<file path="config.mk">
export PLATFORM = sky130hd
export DESIGN_NAME = ram_2port_clr
export DESIGN_NICKNAME = d
export VERILOG_FILES = /design/src/rtl/ram_2port_clr.sv
export SDC_FILE = /design/constraint.sdc
export NUM_CORES = 1
export LEC_CHECK = 0
export CAP_MARGIN = 20
export CORE_ASPECT_RATIO = 1.25
export CORE_MARGIN = 2
export CORE_UTILIZATION = 62
export CTS_CLUSTER_SIZE = 40
export DETAILED_ROUTE_END_ITERATION = 10
export GPL_TIMING_DRIVEN = 0
export PLACE_DENSITY = 0.78
export SYNTH_ARGS = -nofsm -noshare
export SYNTH_HDL_FRONTEND = slang
export SYNTH_SLANG_ARGS = --single-unit
export TNS_END_PERCENT = 5
</file>
<file path="constraint.sdc">
create_clock -name i_Clk -period 3.86 [get_ports i_Clk]
set_clock_uncertainty 0.1 [all_clocks]
set_input_delay 0.772 -clock i_Clk [delete_from_list [all_inputs] [get_ports i_Clk]]
set_output_delay 0.772 -clock i_Clk [all_outputs]
set_load 0.02 [all_outputs]
</file>
<file path="src/rtl/ram_2port_clr.sv">
// Simple dual-port RAM with per-byte write enables and a hardware clear sweep.
// Define RAM_2PORT_OUT_REG_EN to add an output register stage (read latency 2 instead of 1).
module ram_2port_clr #(
    parameter int WIDTH      = 16,
    parameter int DEPTH      = 16,
    parameter int INIT_CLEAR = 1
) (
    input  logic                     i_Clk,
    input  logic                     i_Rst,
    input  logic                     i_Wr_DV,
    input  logic [$clog2(DEPTH)-1:0] i_Wr_Addr,
    input  logic [WIDTH-1:0]         i_Wr_Data,
    input  logic [WIDTH/8-1:0]       i_Wr_BE,
    input  logic                     i_Rd_En,
    input  logic [$clog2(DEPTH)-1:0] i_Rd_Addr,
    output logic                     o_Rd_DV,
    output logic [WIDTH-1:0]         o_Rd_Data,
    input  logic                     i_Clear,
    output logic                     o_Busy,
    output logic                     o_Drop
);

    localparam int            AW      = $clog2(DEPTH);
    localparam int            NB      = WIDTH / 8;
    localparam logic [AW:0]   DEPTH_A = (AW + 1)'(DEPTH);
    localparam logic [AW-1:0] LAST_A  = AW'(DEPTH - 1);

    typedef enum logic {
        ST_IDLE,
        ST_CLEAR
    } state_t;

    state_t           state_q;
    logic [AW-1:0]    sweep_q;
    logic             rd_dv_q;
    logic [WIDTH-1:0] rd_data_q;
    logic             drop_q;
    logic             drop_d;
    logic             wr_in_range;
    logic             rd_in_range;

    logic [WIDTH-1:0] mem [DEPTH];

    // Address widths are rounded up, so non-power-of-two depths leave unmapped codes.
    assign wr_in_range = ({1'b0, i_Wr_Addr} < DEPTH_A);
    assign rd_in_range = ({1'b0, i_Rd_Addr} < DEPTH_A);

    // NOTE: every variable assigned in always_comb gets a default first, so no latch is inferred.
    always_comb begin
        drop_d = 1'b0;
        if (state_q == ST_CLEAR) begin
            drop_d = i_Wr_DV | i_Rd_En;
        end else begin
            drop_d = (i_Wr_DV & ~wr_in_range) | (i_Rd_En & ~rd_in_range);
        end
    end

    // NOTE: sequential state uses non-blocking (<=) assignments so all registers update together.
    always_ff @(posedge i_Clk or posedge i_Rst) begin
        if (i_Rst) begin
            state_q   <= (INIT_CLEAR != 0) ? ST_CLEAR : ST_IDLE;
            sweep_q   <= '0;
            rd_dv_q   <= 1'b0;
            rd_data_q <= '0;
            drop_q    <= 1'b0;
        end else begin
            drop_q  <= drop_d;
            rd_dv_q <= 1'b0;
            case (state_q)
                ST_IDLE: begin
                    if (i_Clear) begin
                        state_q <= ST_CLEAR;
                        sweep_q <= '0;
                    end
                    if (i_Rd_En) begin
                        rd_dv_q   <= 1'b1;
                        rd_data_q <= rd_in_range ? mem[i_Rd_Addr] : '0;
                    end
                end
                ST_CLEAR: begin
                    if (sweep_q == LAST_A) begin
                        state_q <= ST_IDLE;
                    end else begin
                        sweep_q <= sweep_q + AW'(1);
                    end
                end
                default: state_q <= ST_IDLE;
            endcase
        end
    end

    // NOTE: the array has no reset; a clear sweep is the only way to zero it.
    always_ff @(posedge i_Clk) begin
        if (state_q == ST_CLEAR) begin
            mem[sweep_q] <= '0;
        end else if (i_Wr_DV && wr_in_range) begin
            for (int k = 0; k < NB; k++) begin
                if (i_Wr_BE[k]) begin
                    mem[i_Wr_Addr][8*k +: 8] <= i_Wr_Data[8*k +: 8];
                end
            end
        end
    end

`ifdef RAM_2PORT_OUT_REG_EN
    logic             out_dv_q;
    logic [WIDTH-1:0] out_data_q;

    always_ff @(posedge i_Clk or posedge i_Rst) begin
        if (i_Rst) begin
            out_dv_q   <= 1'b0;
            out_data_q <= '0;
        end else begin
            out_dv_q <= rd_dv_q;
            if (rd_dv_q) begin
                out_data_q <= rd_data_q;
            end
        end
    end

    assign o_Rd_DV   = out_dv_q;
    assign o_Rd_Data = out_data_q;
`else
    assign o_Rd_DV   = rd_dv_q;
    assign o_Rd_Data = rd_data_q;
`endif

    assign o_Busy = (state_q == ST_CLEAR);
    assign o_Drop = drop_q;

endmodule

</file>
Yosys cells after proc, flatten, opt, wreduce, memory -nomap -nowiden
Memories as Yosys holds them, arrays and structs flattened. A register that Yosys moved wholly into a read port is not among the register bits.
Cells that the tools add are included.
- memory bits (writable): 256
- memories kept: 1
- output and inout bits: 19
- flip-flop bits (word level): 7
- bits of input ports: 31
- logic and storage cells: 36
- memories (memory ; depth ; width ; rd ports ; clocked after memory_dff ; wr ports ; RTL line ; text):
    mem ; 16 ; 16 ; 1 ; 1 ; 1 ; 42 ; logic [WIDTH-1:0] mem [DEPTH];
- reductions and logical operators: 3
- eq/ne operators: 3
- add/subtract/negate cells: 1
- bitwise logic cells: 2
- multiplexer cells: 22
- operator list (kind ; count):
    $mux W16 ; 1
    $reduce_or A16 Y1 ; 1
    $mux W1 ; 15
    $mux W4 ; 3
    $pmux W4 S2 ; 1
    $add A4 B1 Y4 const B ; 1
    $eq A4 B4 Y1 const B ; 1
    $ne A2 B2 Y1 const B ; 2
    $reduce_and A2 Y1 ; 2
    $mux W2 ; 1
    $pmux W1 S2 ; 1
    $not A1 Y1 ; 1
    $or A1 B1 Y1 ; 1

Depth between registers and ports, before layout
- depth after elaboration: 6
- gate-level depth with buffers: 8
- gate-level depth less buffers: 5

Worst setup path after synthesis
No wires, ideal clock.
- path kind: input to register
- from: input port i_Wr_BE[0]
- to: memory mem[11][0], enable pin
- setup time: 383 ps
- data required time: 3377 ps
- stages: 5
- buffers on the path: 1
- data arrival time: 2341 ps
- setup slack: 1036 ps
- cell sequence: nor2_1 > nor3b_4 > buf_6 > mux2_4 > nor3_1
- longest elaborated chain between the ends: 6
- elaborated cells on any way between the ends: 7
- classes of those cells: mux (6); reduce/logical (1)
- RTL lines (element ; RTL line ; text):
    start: declaration ; 13 ; input logic [WIDTH/8-1:0] i_Wr_BE,
    $mux W1 * ; 98 ; if (i_Wr_BE[k]) begin
    $mux W1 * ; 96 ; end else if (i_Wr_DV && wr_in_range) begin
    $mux W1 * ; 94 ; if (state_q == ST_CLEAR) begin
    $mux W1 (implied by the code) * ; 99 ; mem[i_Wr_Addr][8*k +: 8] <= i_Wr_Data[8*k +: 8];
    $reduce_or A16 Y1 (no line) ; n/a ;
    $mux W4 (no line) or $mux W2 (tied branches) ; n/a ;
    end: declaration ; 42 ;
Every way passes the cells marked *; elsewhere a longest branch is shown, timed or not.

Worst setup path in the final report
- from: input port i_Wr_DV
- to: memory mem[14][12], enable pin
- longest elaborated chain between the ends: 5
- elaborated cells on any way between the ends: 9
- classes of those cells: mux (8); reduce/logical (1)
- RTL lines (element ; RTL line ; text):
    start: declaration ; 10 ; input logic i_Wr_DV,
    $mux W1 ; 96 ;
    $mux W1 ; 94 ;
    $mux W1 (implied by the code) ; 99 ;
    $reduce_or A16 Y1 (no line) ; n/a ;
    $mux W4 (no line) or $mux W2 (tied branches) ; n/a ;
Parallel ways exist; a longest one is shown, timed or not.

==> impl_metrics.json <==
{
  "outcome": "finished, final reports clean",
  "layout_worst_path_cycle_share_pct": 83.88,
  "end_kind": "flip-flop",
  "syn-instance-count": 692,
  "layout.nets": 832,
  "placed_cells_incl_taps": 987,
  "clock_tree.root_cell": "clkbuf_16",
  "postSynthAreaPerCell_um2": 16.14,
  "post_cts.resized_instances": 0,
  "power_frac_clock_pct": 31.3,
  "grt_start_max_net_pins": 24,
  "multi_input_comb_area_um2": 2686,
  "max_transition_margin_pct": 26.16,
  "syn-cell-area_um2": 11170,
  "cts_post_setup_buffers_inserted": 0,
  "power.share.switching_pct": 28.30,
  "cp_data_required_time_ns": 4.00,
  "finalWirelength_um": 26390,
  "tightestPinTransition_ns": 1.077,
  "layout-area-overhead-vs-synth_pct": 17.02,
  "portBuffers": 48,
  "max_stage_delay_on_crit_path_ns": 0.77,
  "hold_path.class": "primary input to asynchronous set/reset pin",
  "cts.sinks": 279,
  "leakage_power_figure_uw": 0.004825,
  "ioPinCount": 50,
  "cp_cell_sequence": "clkdlybuf4s50_1 -> nor3b_4 -> mux2_1 -> nor3_1 -> buf_2",
  "regToRegEndpoint": "mem[14][12]",
  "max_cap_violations": 0,
  "worst_ep_arrival_time_ns": 3.37,
  "cts-htree-levels": 1,
  "insertion_delay_ns": 0.54,
  "clock_tree_from_tritoncts": "yes",
  "comb_power_share_pct": 20.2,
  "core_area_um2": 17570,
  "grt_overflow_total": 0,
  "die_area_um2": 19110,
  "rr_startpoint": "o_Busy",
  "ys_warn_count": 0,
  "drt_drc_violations_left": 0,
  "slew_viol_final": 0,
  "crit_path_top_delay_cell": "nor3_1",
  "power.switching_uw": 2457,
  "initial_core_utilization_pct": 63.58,
  "startpoint_type": "primary input",
  "syn_nets": 724,
  "critical_path_peak_fanout": 8,
  "layout.filler_cells": 1044,
  "drive_gt1_share_pct": 12.80,
  "dr.pass1.iters": 5,
  "maximum_vdd_ir_drop_uv": 638.0,
  "r2r_setup_slack_ns": 1.03,
  "seq_area_frac_synth_pct": 74.00,
  "finish.cell_count_without_fillers": 1044,
  "chipWidth_um": 124.0,
  "routed_via_count": 6650,
  "cts.reportedPaths.clkPinSlew_ns": 0.06,
  "dpl.hpwl_um": 18200,
  "fmax_mhz": 308.8,
  "fp_rows": 54,
  "placed_area_um2": 12070,
  "synthDistinctLibCells": 31,
  "timing.final.crit_period_ns": 3.238,
  "internal-power_uw": 6226,
  "grt_setup_unrepaired": "false",
  "gp_routability_congestion": 0.8639,
  "die_height_um": 154.1,
  "route.antenna.remaining_nets": 0,
  "critical_path_class": "primary input to flip-flop",
  "grt_antenna_before_repair": 0,
  "design_area_um2": 13070,
  "cts_inserted_buffers": 26,
  "antenna-diode-count": 0,
  "reg2reg_depth": 4,
  "relative_contribution_of_sequential_cells_to_total_power_pct": 48.5,
  "holdBufCountCts": 0,
  "p_per_area_nw_per_um2": 664.4,
  "setup_viol": 0,
  "startpoint": "i_Wr_DV",
  "grt_pass1_vias": 6689,
  "max-clock-path-buffers": 3,
  "hold_violations": 0,
  "groute.usage.overall_pct": 28.32,
  "regArea_um2": 8264,
  "routed_wire_length_per_instance_um": 25.28,
  "crit_end": "mem[14][12]",
  "drt_first_iter_violations": 771,
  "grt_first_pass_wirelength_um": 39030,
  "synth-seq-cells": 279,
  "viasPerCell": 6.370
}
[per-stage QoR]
step	utilization (%)	total power, uW	setup TNS, ns	setup slack [ns]	hold slack [ns]
after CTS	73.97	8640	0	0.5539	0.3913
after global routing	74.39	8964	0	0.5900	0.3822
after detailed placement	68.72	5952	0	0.02761	0.3775
final	74.39	8683	0	0.6221	0.3838
after floorplan	-	5185	0	1.036	0.4454
after global placement	67.91	5796	-1.296	-0.1076	0.3595
[area by class of cell]
cell class / instances / share of cell area (%)
tap: 224 / 2.145
clock inverter: 11 / 1.216
inverter: 4 / 0.1149
timing repair buffer: 80 / 5.342
multi-input combinational: 370 / 20.56
sequential: 279 / 63.24
buffer: 39 / 1.551
clock buffer: 37 / 5.840
[critical path, delay by kind of cell]
| kind | cells | cell delay (ns) |
|---|---|---|
| buf+inv | 2 | 0.85 |
| simple gates | 2 | 1.21 |
| mux | 1 | 0.54 |
[Yosys cell counts, drive strengths merged]
cell	number	area, um^2
a311oi	1	8.760
a31oi	1	6.260
nand2	53	198.9
buf	24	146.4
edfxtp	256	7687
nor3b	1	18.77
ha	1	12.51
inv	4	15.01
nand4	16	100.1
a22oi	48	360.4
dfstp	1	26.28
mux2i	135	1359
nor2b	9	56.30
clkbuf	15	56.30
nand2b	1	6.260
nor2	9	33.78
nand3	34	170.2
mux2	2	26.27
o21ai	2	10.01
nor4b	1	8.760
o21a	1	7.510
nor3	33	170.2
and2	18	112.6
dfrtp	22	550.5
a21oi	4	20.02
[worst min-delay path by stage]
stage	endpoint	slack, ns	cells past startpoint
after CTS	o_Rd_Data[3]	0.39	2
after global placement	o_Rd_Data[4]	0.36	2
after detailed placement	o_Rd_Data[3]	0.38	2
after floorplan	sweep_q[0]	0.45	1
after global routing	sweep_q[2]	0.38	2
final	sweep_q[2]	0.38	2
[power by group through the flow]
stage,logic [uW],clock network (uW),registers (uW)
after floorplan,877,0,4310
after global placement,1560,0,4240
after detailed placement,1690,0,4260
after CTS,1710,2720,4210
after global routing,1860,2850,4250
final,1750,2720,4210
[logic make-up after synthesis]
family,synth area share [%]
buf+inv,1.949
simple gates,7.842
fa+ha+maj,0.1120
flops,74.00
mux,12.40
compound gates,3.697
[layer usage]
layer  track usage, %  vias to the layer above  share of wire (%)
li1                 -                     2898                  -
met1            35.77                     3278                 35
met2            48.97                      376                 52
met3            3.524                       98                7.5
met4            12.04                        0                5.0
met5                0                        -                  0
[placed cells by master (no fill, tap or decap), types with 2 or more instances in the layout]
master	netlist	routed
edfxtp_1	256	256
mux2i_1	133	133
nand2_1	53	53
a22oi_1	48	48
clkdlybuf4s50_1	0	48
nand3_1	34	34
buf_2	15	32
nor3_1	32	32
clkbuf_16	0	27
dfrtp_1	22	22
clkbuf_1	15	20
buf_4	8	19
and2_1	18	18
nand4_1	16	16
nor2b_1	9	9
nor2_1	9	9
clkbuf_8	0	5
a21oi_1	4	4
clkinv_2	0	4
bufinv_16	0	4
inv_1	3	3
clkbuf_4	0	3
o21ai_0	2	2
mux2i_2	2	2
clkinvlp_4	0	2
[state kept, by name, indices dropped and copies added, names as in the netlist]
register	flops
o_Drop	1
o_Rd_DV	1
sweep_q	4
o_Rd_Data	16
o_Busy	1
mem	256
Power figures use the tool's default switching activity.
==> RTL change 1 (config.mk and constraints unchanged) <==
The option `RAM_2PORT_OUT_REG_EN` is turned on by a define.
--- a/src/rtl/ram_2port_clr.sv
+++ b/src/rtl/ram_2port_clr.sv
@@ -1,5 +1,7 @@
 // Simple dual-port RAM with per-byte write enables and a hardware clear sweep.
 // Define RAM_2PORT_OUT_REG_EN to add an output register stage (read latency 2 instead of 1).
+`define RAM_2PORT_OUT_REG_EN
+
 module ram_2port_clr #(
     parameter int WIDTH      = 16,
     parameter int DEPTH      = 16,
Formal check against the unedited RTL: same outputs for any inputs over 4 cycles, from zero or initial values and one cycle with i_Rst high; that may be too few to reach the edited logic, so the function may still have changed.
==> RTL change 1 against the unedited design <==
  * Routed wire length rose by 2.7%
  * Highest routed layer unchanged
  * Power rose by 1.5%
  * Worst setup slack improved by 0.11 ns
  * Die area rose by 5.5%
  * Sequential cell count rose by 17
  * Area after synthesis rose by 5.7%
  * Cell area rose by 4.2%
  * Count of clock-buffer cells in the layout rose by 2
==> RTL change 1: results (changes against the unedited design) <==
Outcome
  – Status: complete, no violations (unchanged)

Final layout
  – #MultiIn Comb: 390 (was 370)
  – Inverters: 2 (was 4)
  – NumNets Final: 869 (was 832)
  – Non-CTS buffers: 120 (was 119)
  – Reg area: 8690 um2 (was 8264 um2)
  – Clock-cell share: 6.247% (was 7.056%)
  – Filler cells: 1121 (was 1044)
  – Multi-input logic area: 2903 um2 (was 2686 um2)
  – NonClk Buf Share: 6.458% (was 6.893%)

Logic synthesis
  – Mapped Cells: 729 (was 692)
  – Synth async-reset ratio: 13.51% (was 8.244%)
  – Mean post-synth cell area: 16.20 um2 (was 16.14 um2)
  – Synth cell types: 35 (was 31)
  – Top cell types by occurrence after synthesis: 256 x edfxtp_1, 132 x mux2i_1, 54 x nand2_1 (was 256 x edfxtp_1, 133 x mux2i_1, 53 x nand2_1)
  – Synth top area cells: edfxtp_1 65%, mux2i_1 11%, dfrtp_1 8.3% (was edfxtp_1 69%, mux2i_1 12%, dfrtp_1 4.9%)
  – Post-synthesis mux area share: 13.27% (was 12.40%)
  – Seq/Total Area, Yosys: 73.60% (was 74.00%)
  – Post-Syn Nets: 761 (was 724)

Global route
  – Vias in the first global route: 6807 (was 6689)
  – Global-route met3 utilization: 5.645% (was 3.524%)
  – Tot GR Track Use: 26.91% (was 28.32%)
  – Met1 Use GR: 36.52% (was 35.77%)
  – Pin count of the biggest net entering global routing: 41 (was 24)

Place
  – Cell count after placement: 1021 (was 987)
  – Post-DP Area: 12650 um2 (was 12070 um2)
  – Detailed placer's ending HPWL: 18.32 mm (was 18.20 mm)
  – Pre-CTS setup slack: -0.05135 ns (was 0.02761 ns)

Worst hold path
  – Min-Delay Path Class: flip-flop to flip-flop (was input pin to async pin)

Route
  – M1 WL: 10.25 mm (was 9.327 mm)
  – Vias: 6914 (was 6650)
  – Routed length on met3: 2.745 mm (was 1.968 mm)
  – Met2 WL: 13.30 mm (was 13.78 mm)
  – Routed WL: 27.11 mm (was 26.39 mm)

Setup path
  – Arrival time of the worst setup path: 3.29 ns (was 3.37 ns)
  – Max incr delay on CP: 0.67 ns (was 0.77 ns)

Power and ir drop
  – LEAKAGE: 0.005044 uW (was 0.004825 uW)
  – Cell Pwr Density: 647.1 nW/um2 (was 664.4 nW/um2)
  – Sw power: 2475 uW (was 2457 uW)

STA
  – Slew @ Worst Pin: 1.141 ns (was 1.077 ns)

CTS
  – Num CTS Buffers: 27 (was 26)
RTL change 1: cell count changes in the layout (fill, tap and decap cells not counted), moves of 3 or more:
cell and change:
clkbuf_4 +4, buf_4 -5, dfrtp_1 +17, mux2_2 +17
clkbuf_1 +10, inv_1 -3, buf_2 -5
RTL change 1: worst paths after layout:
kind                              startpoint                        to  slack, ns  cells after the start
setup reg to reg            o_Busy$_DFF_PP1_     mem[15][11]$_DFFE_PP_       1.11                      5
hold reg to reg            rd_dv_q$_DFF_PP0_         o_Rd_DV$_DFF_PP0_       0.28                      0
hold / removal             rd_dv_q$_DFF_PP0_         o_Rd_DV$_DFF_PP0_       0.28                      0
max in group asynchronous              i_Rst    sweep_q[1]$_DFFE_PP0P_       2.44                      2
setup / recovery                  i_Wr_BE[0]     mem[15][11]$_DFFE_PP_       0.73                      7
min in group asynchronous              i_Rst  o_Rd_Data[8]$_DFFE_PP0P_       0.65                      2
==> RTL change 2 (same flow settings) <==
Made on the original files. Register the output `o_Rd_Data` once more; this adds one clock of latency there. The other outputs are not delayed to match.
--- a/src/rtl/ram_2port_clr.sv
+++ b/src/rtl/ram_2port_clr.sv
@@ -122,7 +122,9 @@
     assign o_Rd_Data = out_data_q;
 `else
     assign o_Rd_DV   = rd_dv_q;
-    assign o_Rd_Data = rd_data_q;
+    always_ff @(posedge i_Clk) begin
+        o_Rd_Data <= rd_data_q;
+    end
 `endif
 
     assign o_Busy = (state_q == ST_CLEAR);
Check against the original RTL: same outputs for any inputs over 10 cycles, from zero or initial values and one cycle with i_Rst high; that may be too few to reach the edited logic, so the function may still have changed.
==> RTL change 2 against the unedited design <==
  * Routed wire length decreased by 1.3%
  * Largest power group unchanged
  * Cell area increased by 1.7%
  * Utilization decreased by 1.3 points
  * Highest routed layer unchanged
  * Worst setup slack got worse by 0.025 ns
  * Power increased by 0.18%
  * Sequential cell count increased by 16
  * Final cell count increased by 1.5%
  * Area after synthesis increased by 2.9%
==> RTL change 2: results (changes against the unedited design) <==
Setup path
  – Register-to-register path setup slack: 0.98 ns (was 1.03 ns)
  – Worst setup path startpoint: i_Wr_BE[1] (was i_Wr_DV)
  – RR Endpoint: mem[3][10]$_DFFE_PP_ (was mem[14][12]$_DFFE_PP_)
  – CP Max Fanout: 10 (was 8)
  – Worst Reg-to-Reg Cells: 5 (was 4)

Place
  – GPL Wtd Cong: 0.8919 (was 0.8639)
  – Detailed placer's ending HPWL: 18.24 mm (was 18.20 mm)
  – Post-DP Area: 12380 um2 (was 12070 um2)

Logic synthesis
  – Synth async-reset ratio: 7.797% (was 8.244%)
  – Synth cell types: 32 (was 31)
  – Post-Syn Nets: 740 (was 724)
  – Seq/Total Area, Yosys: 74.72% (was 74.00%)
  – Post-synth EDFFs: 256 (unchanged)

Final layout
  – Share of cells above drive strength 1: 11.30% (was 12.80%)
  – Multi-input gate share of total cell area: 20.22% (was 20.56%)
  – Clock-cell share: 6.046% (was 7.056%)
  – NumNets Final: 847 (was 832)
  – Filler cells: 1186 (was 1044)
  – Reg area: 8584 um2 (was 8264 um2)
  – Non-CTS buffers: 118 (was 119)
  – NonClk Buf Share: 6.856% (was 6.893%)

Global route
  – First-pass GRT wire length: 38.95 mm (was 39.03 mm)
  – Met1 Use GR: 35.37% (was 35.77%)
  – Global-route met3 utilization: 3.841% (was 3.524%)
  – M2 GR Usage: 46.15% (was 48.97%)
  – Tot GR Track Use: 26.67% (was 28.32%)

Route
  – M1 WL: 10.17 mm (was 9.327 mm)
  – Routed WL: 26.05 mm (was 26.39 mm)
  – DR iter-0 viols: 726 (was 771)
  – Vias: 6680 (was 6650)
  – Met2 WL: 13.42 mm (was 13.78 mm)

Power and ir drop
  – Clock group: 2470 uW (was 2720 uW)
  – Max VDD drop: 0.5631 mV (was 0.6380 mV)
  – Cell Int Power: 6229 uW (was 6226 uW)
  – Cell Pwr Density: 654.8 nW/um2 (was 664.4 nW/um2)
  – LEAKAGE: 0.004890 uW (was 0.004825 uW)

STA
  – Hold WS: 0.2742 ns (was 0.3838 ns)
  – Slew HR: 28.95% (was 26.16%)

Outcome
  – Status: complete, no violations (unchanged)

CTS
  – Total clock sinks: 295 (was 279)

Worst hold path
  – Min-Delay Path Class: flip-flop to flip-flop (was input pin to async pin)
-- RTL change 2: cell count changes in the layout (fill, tap and decap cells not counted), sizes merged --
cell	unedited run	this run
dfxtp	0	16
bufinv	4	2
buf	53	46
clkinv	5	8
clkbuf	55	59
clkinvlp	2	0
-- RTL change 2: per-stage QoR --
step | total power (uW) | setup slack (ns) | cells
2_1_floorplan | 5447 | 1.036 | 708
3_3_place_gp | 6045 | -0.07344 | 984
3_5_place_dp | 6227 | 0.001556 | 1004
4_1_cts | 8653 | 0.5685 | 1049
5_1_grt | 8973 | 0.5507 | 1060
6_report | 8699 | 0.5973 | 1060
-- RTL change 2: worst max-delay path, cell delays in order --
cell	delay, ns
clkdlybuf4s50_1	0.48
nor2_1	0.07
nor3b_4	0.38
buf_6	0.21
mux2_4	0.38
nor3_1	0.80
buf_4	0.29
-- RTL change 2: cells by family after synthesis --
group / synth area share (%)
fa+ha+maj: 0.1089
buf+inv: 1.895
simple gates: 7.624
compound gates: 3.594
mux: 12.06
flops: 74.72
